**src/rtl/seq_restoring_divider_if.sv**
```systemverilog
// rtl/seq_restoring_divider_if.sv - command/result handshake bundle for seq_restoring_divider
interface seq_restoring_divider_if #(
    parameter int WIDTH = 16
);
    logic             cmd_valid;
    logic             cmd_ready;
    logic [WIDTH-1:0] dividend;
    logic [WIDTH-1:0] divisor;
`ifdef SEQ_DIV_SIGNED_EN
    logic             op_signed;
`endif
    logic             res_valid;
    logic             res_ready;
    logic [WIDTH-1:0] quotient;
    logic [WIDTH-1:0] remainder;
    logic             div_by_zero;
    logic             busy;

    // Issuer side: presents operands and consumes results.
    modport master (
`ifdef SEQ_DIV_SIGNED_EN
        output op_signed,
`endif
        output cmd_valid, dividend, divisor, res_ready,
        input  cmd_ready, res_valid, quotient, remainder, div_by_zero, busy
    );

    // Divider side.
    modport slave (
`ifdef SEQ_DIV_SIGNED_EN
        input  op_signed,
`endif
        input  cmd_valid, dividend, divisor, res_ready,
        output cmd_ready, res_valid, quotient, remainder, div_by_zero, busy
    );
endinterface

```
**src/rtl/seq_restoring_divider.sv**
```systemverilog
// rtl/seq_restoring_divider.sv - radix-2 restoring divider, one quotient bit per cycle; SEQ_DIV_SIGNED_EN adds signed mode
module seq_restoring_divider #(
    parameter int WIDTH = 16
) (
    input  logic                     clk,
    input  logic                     rst_n,
    seq_restoring_divider_if.slave   bus
);
    localparam int CW = (WIDTH > 2) ? $clog2(WIDTH) : 1;

    typedef enum logic [1:0] {IDLE, BUSY, DONE} state_t;

    state_t           state;
    logic [CW-1:0]    cnt;
    logic [WIDTH-1:0] rem_r;
    logic [WIDTH-1:0] quo_r;
    logic [WIDTH-1:0] dvs_r;
    logic             neg_q;
    logic             neg_r;

    logic             cmd_ready_r;
    logic             res_valid_r;
    logic [WIDTH-1:0] quotient_r;
    logic [WIDTH-1:0] remainder_r;
    logic             div_by_zero_r;
    logic             busy_r;

    assign bus.cmd_ready   = cmd_ready_r;
    assign bus.res_valid   = res_valid_r;
    assign bus.quotient    = quotient_r;
    assign bus.remainder   = remainder_r;
    assign bus.div_by_zero = div_by_zero_r;
    assign bus.busy        = busy_r;

    // Operand magnitudes and result sign flags captured on accept.
    logic [WIDTH-1:0] dd_mag;
    logic [WIDTH-1:0] dv_mag;
    logic             dd_neg;
    logic             dv_neg;

`ifdef SEQ_DIV_SIGNED_EN
    assign dd_neg = bus.op_signed & bus.dividend[WIDTH-1];
    assign dv_neg = bus.op_signed & bus.divisor[WIDTH-1];
`else
    assign dd_neg = 1'b0;
    assign dv_neg = 1'b0;
`endif
    assign dd_mag = dd_neg ? (~bus.dividend + 1'b1) : bus.dividend;
    assign dv_mag = dv_neg ? (~bus.divisor + 1'b1)  : bus.divisor;

    // Trial subtraction one bit wider than the shifted remainder so the top bit is the borrow.
    logic [WIDTH+1:0] diff;
    logic             borrow;
    logic [WIDTH-1:0] next_rem;
    logic [WIDTH-1:0] next_quo;
    logic [WIDTH-1:0] fin_quo;
    logic [WIDTH-1:0] fin_rem;

    // One restoring step plus the sign fix-up applied when the last step lands in DONE.
    always_comb begin
        diff     = {1'b0, rem_r, quo_r[WIDTH-1]} - {2'b00, dvs_r};
        borrow   = diff[WIDTH+1];
        next_rem = borrow ? {rem_r[WIDTH-2:0], quo_r[WIDTH-1]} : diff[WIDTH-1:0];
        next_quo = {quo_r[WIDTH-2:0], ~borrow};
        fin_quo  = neg_q ? (~next_quo + 1'b1) : next_quo;
        fin_rem  = neg_r ? (~next_rem + 1'b1) : next_rem;
    end

    // Control FSM with all handshake outputs registered.
    always_ff @(posedge clk or negedge rst_n) begin
        if (!rst_n) begin
            state         <= IDLE;
            cnt           <= '0;
            rem_r         <= '0;
            quo_r         <= '0;
            dvs_r         <= '0;
            neg_q         <= 1'b0;
            neg_r         <= 1'b0;
            cmd_ready_r   <= 1'b0;
            res_valid_r   <= 1'b0;
            quotient_r    <= '0;
            remainder_r   <= '0;
            div_by_zero_r <= 1'b0;
            busy_r        <= 1'b0;
        end else begin
            case (state)
                IDLE: begin
                    cmd_ready_r <= 1'b1;
                    if (bus.cmd_valid && cmd_ready_r) begin
                        cmd_ready_r <= 1'b0;
                        if (bus.divisor == '0) begin
                            state         <= DONE;
                            res_valid_r   <= 1'b1;
                            quotient_r    <= '1;
                            remainder_r   <= bus.dividend;
                            div_by_zero_r <= 1'b1;
                        end else begin
                            state         <= BUSY;
                            busy_r        <= 1'b1;
                            cnt           <= CW'(WIDTH - 1);
                            rem_r         <= '0;
                            quo_r         <= dd_mag;
                            dvs_r         <= dv_mag;
                            neg_q         <= dd_neg ^ dv_neg;
                            neg_r         <= dd_neg;
                            div_by_zero_r <= 1'b0;
                        end
                    end
                end
                BUSY: begin
                    rem_r <= next_rem;
                    quo_r <= next_quo;
                    if (cnt == '0) begin
                        state       <= DONE;
                        busy_r      <= 1'b0;
                        res_valid_r <= 1'b1;
                        quotient_r  <= fin_quo;
                        remainder_r <= fin_rem;
                    end else begin
                        cnt <= cnt - 1'b1;
                    end
                end
                DONE: begin
                    if (bus.res_ready) begin
                        state       <= IDLE;
                        res_valid_r <= 1'b0;
                        cmd_ready_r <= 1'b1;
                    end
                end
                default: begin
                    state       <= IDLE;
                    busy_r      <= 1'b0;
                    res_valid_r <= 1'b0;
                end
            endcase
        end
    end
endmodule
```
**src/flat_wrapper.sv**
```systemverilog
// flat-port wrapper written by rule: the top's interface ports become plain ports
module seq_restoring_divider_flat 
#(
    parameter int WIDTH = 16
)
  (clk, rst_n, bus_cmd_valid, bus_dividend, bus_divisor, bus_res_ready, bus_cmd_ready, bus_res_valid, bus_quotient, bus_remainder, bus_div_by_zero, bus_busy);
  seq_restoring_divider_if #(.WIDTH(WIDTH)) bus_i ();
  input  logic clk;
  input  logic rst_n;
  input wire logic [$bits(bus_i.cmd_valid)-1:0] bus_cmd_valid;
  input wire logic [$bits(bus_i.dividend)-1:0] bus_dividend;
  input wire logic [$bits(bus_i.divisor)-1:0] bus_divisor;
  input wire logic [$bits(bus_i.res_ready)-1:0] bus_res_ready;
  output wire logic [$bits(bus_i.cmd_ready)-1:0] bus_cmd_ready;
  output wire logic [$bits(bus_i.res_valid)-1:0] bus_res_valid;
  output wire logic [$bits(bus_i.quotient)-1:0] bus_quotient;
  output wire logic [$bits(bus_i.remainder)-1:0] bus_remainder;
  output wire logic [$bits(bus_i.div_by_zero)-1:0] bus_div_by_zero;
  output wire logic [$bits(bus_i.busy)-1:0] bus_busy;
  assign bus_i.cmd_valid = bus_cmd_valid;
  assign bus_i.dividend = bus_dividend;
  assign bus_i.divisor = bus_divisor;
  assign bus_i.res_ready = bus_res_ready;
  assign bus_cmd_ready = bus_i.cmd_ready;
  assign bus_res_valid = bus_i.res_valid;
  assign bus_quotient = bus_i.quotient;
  assign bus_remainder = bus_i.remainder;
  assign bus_div_by_zero = bus_i.div_by_zero;
  assign bus_busy = bus_i.busy;
  seq_restoring_divider #(.WIDTH(WIDTH)) u_core (.clk(clk), .rst_n(rst_n), .bus(bus_i));
endmodule
```
**config.mk**
```make
export PLATFORM = sky130hd
export DESIGN_NAME = seq_restoring_divider_flat
export DESIGN_NICKNAME = d
export VERILOG_FILES = /design/src/rtl/seq_restoring_divider_if.sv /design/src/rtl/seq_restoring_divider.sv /design/src/flat_wrapper.sv
export SDC_FILE = /design/constraint.sdc
export NUM_CORES = 1
export LEC_CHECK = 0
export ABC_AREA = 1
export CORE_MARGIN = 1.5
export CORE_UTILIZATION = 35
export CTS_BUF_LIST = sky130_fd_sc_hd__clkbuf_8
export DETAILED_ROUTE_END_ITERATION = 10
export PLACE_DENSITY_LB_ADDON = 0.1
export SYNTH_ARGS = -nofsm -noshare
export SYNTH_HDL_FRONTEND = slang
export SYNTH_SLANG_ARGS = --single-unit
```
**constraint.sdc**
```tcl
create_clock -name clk -period 2 [get_ports clk]
set_input_delay 0.6 -clock clk [delete_from_list [all_inputs] [get_ports clk]]
set_output_delay 0.6 -clock clk [all_outputs]
set_load 0.02 [all_outputs]
```
==> results.tsv <==
metric	value	unit
status	complete, but fails checks	
failing checks	negative setup slack	
RSZ-0062 raised after global routing	yes	
Hold Crit Class	primary input to async pin	
ANT nets after route	0	
Die ar.	14900	sq um
Worst setup SP type	flop	
Initial Utilization	35.8	%
f_max	498	MHz
Critical Path RT	2330	ps
power density over the cells	1800	nW/um^2
clock slew at reported path FFs	100	ps
H-Tree Level Count	3	
Leak	0.00380	uW
Core ar.	13800	sq um
CTS root buf	clkbuf_8	
area delta synth->final	50.1	%
cts hold-fix bufs	0	
CTS Buffer Depth	2	
Final Non-Filler Cells	994	
clk_skew	12.2	ps
layout cells sized above 1	29.1	%
number of global-route vias before repair	4718	
Antenna diodes	0	
DR vias/cell	4.84	
final worst-path cycle share	100	%
Slew Limit Fails	0	
Fillers	1326	
Crit Path Max Fanout	7	
yosys warns	0	
fin util	53.8	%
via count	4814	
peak supply drop	1060	uV
Total Wirelength	15.1	mm
Die Y	122	um
CP Class	flop to flop	
later-pin clock latency in the skew report	380	ps
CTS tree	built	
die width	122	um
num rows	43	
hpwl dp	10.7	mm
fraction of registers with async set/reset	100	%
area of the multi-input gates	2730	sq um
minimum clock period	2010	ps
drt first-iter violations	264	
crit path cell chain	ha_4 > nand2_4 > nor3_4 > buf_4 > a21oi_4 > a21oi_4 > clkbuf_16 > nand2_1 > nand3_1 > nand2_1 > inv_1	
GRT Util Overall	20.5	%
largest net degree at the start of global routing	91	
drc violations	0	
Final GP Congestion	0.844	
initial antenna violation count	0	
dpl cells	957	
Data arrival, critical path	2340	ps
Final nets	863	
final setup fails	2	
first-pass GRT wire length	23.5	mm
Post-synth EDFFs	0	
Hold Vio Cnt, Final	0	
post-synthesis sequential area ratio	45.4	%
max-capacitance violation count	0	
CP peak stage delay	440	ps
most common cell after layout, fill and taps aside	nand2_1	
post-route worst setup slack	-8.24	ps
ys flop type	dfrtp_1	
post-synth cell types	31	
Worst slew margin	66.2	%
most frequent cells in the layout	150 x nand2_1, 84 x dfrtp_1, 81 x inv_1, 81 x buf_4, 46 x nor2_1	
synthesized instance count	651	
Worst Tran Pin Value	507	ps
# clock sinks	90	
final hold slack	239	ps
pre-CTS WS	-513	ps
WL/cell	15.2	um
I/O Pins	72	
sequential cell area	2260	sq um
Design Power	13400	uW
drt pass-1 iters	4	
CTS buffer count	9	
Mean Syn Cell Area	7.61	sq um
syn nets	705	
Port Buf Inserts	71	
Synth Register Bits	90	
slowest cell on the critical path	dfrtp_1	
Setup crit end kind	flop	
grt total ovfl	0	
post-synthesis cell area	4960	sq um
[flip-flops by register name (all words and copies together), names as in the netlist]
register	count
u_core.state	2
u_core.bus.remainder	16
u_core.cnt	4
u_core.bus.div_by_zero	1
u_core.bus.res_valid	1
u_core.bus.cmd_ready	1
u_core.bus.busy	1
u_core.rem_r	16
u_core.bus.quotient	16
u_core.dvs_r	16
u_core.quo_r	16
[synth_stat cells (all sizes together) (3+ instances only)]
master	count	area, sq um
nand2	187	712
inv	95	357
dfrtp	90	2250
nand3	54	280
nor2	52	200
a21oi	39	210
o21ai	31	155
ha	17	213
nand4	17	106
or2	16	100
clkbuf	11	41.3
o221ai	10	87.6
buf	9	53.8
xor2	8	70.1
a22oi	6	45.0
and2	4	25.0
nor3	3	20.0
[logic make-up after synthesis]
kind of cell | share of synthesized area, %
xor gates and xnor gates | 1.41
adders and majority gates | 4.70
DFF | 45.4
buffers and inverters | 9.11
AOI/OAI and AO/OA | 10.2
and+or+nand+nor | 29.1
[critical path: cells and delay by family (launching register included)]
| kind | cells | cell delay [ps] |
|---|---|---|
| compound gates | 2 | 340 |
| buf+inv | 3 | 410 |
| fa+ha+maj | 1 | 310 |
| flops | 1 | 440 |
| simple gates | 5 | 440 |
[path summary, 6_finish.rpt]
check	start	end	slack [ps]	cells past startpoint
setup / recovery	u_core.rem_r[13]$_DFFE_PN0P_	u_core.bus.remainder[6]$_DFFE_PN0P_	-8	11
hold / removal	rst_n	u_core.cnt[1]$_DFFE_PN0P_	240	2
setup reg to reg	u_core.rem_r[13]$_DFFE_PN0P_	u_core.bus.remainder[6]$_DFFE_PN0P_	-8	11
hold reg to reg	u_core.bus.quotient[8]$_DFFE_PN0P_	u_core.bus.quotient[8]$_DFFE_PN0P_	490	2
max in group asynchronous	rst_n	u_core.rem_r[1]$_DFFE_PN0P_	1340	2
min in group clk	u_core.bus.quotient[8]$_DFFE_PN0P_	u_core.bus.quotient[8]$_DFFE_PN0P_	490	2
[what timing repair did]
item | in CTS | in global routing
setup endpoints to repair | 26 | 80
cloned | 1 | 2
gates resized for setup | 32 | 128
pin swaps | 12 | 32
setup buffers | 1 | 18
[stage by stage]
step           setup TNS, ps  area, sq um
4_1_cts                -31.7         6800
3_3_place_gp          -25770         6440
2_1_floorplan              0         4960
5_1_grt                 -810         7440
3_5_place_dp          -28490         6440
6_report               -9.37         7440
[layout make-up]
| class | instances | area share [%] |
|---|---|---|
| multi-input cells | 446 | 36.7 |
| clock inverters | 7 | 1.38 |
| flip-flops and latches | 90 | 30.4 |
| repair buffers | 167 | 22.0 |
| clock buffers | 9 | 1.66 |
| well taps | 180 | 3.03 |
| inverters | 95 | 4.86 |
[where the power goes]
| part | internal, uW | total, uW | switching [uW] |
|---|---|---|---|
| registers | 2610 | 3100 | 497 |
| logic | 3990 | 8810 | 4820 |
| clock network | 714 | 1450 | 738 |
| total | 7320 | 13400 | 6050 |
[routing by layer]
layer	global-route usage [%]	part of all wire, %
met4	6.99	1.2
met5	0	0
met1	27.8	46
met2	33.3	49
met3	3.42	4.6
(Power assumes the default switching activity.)
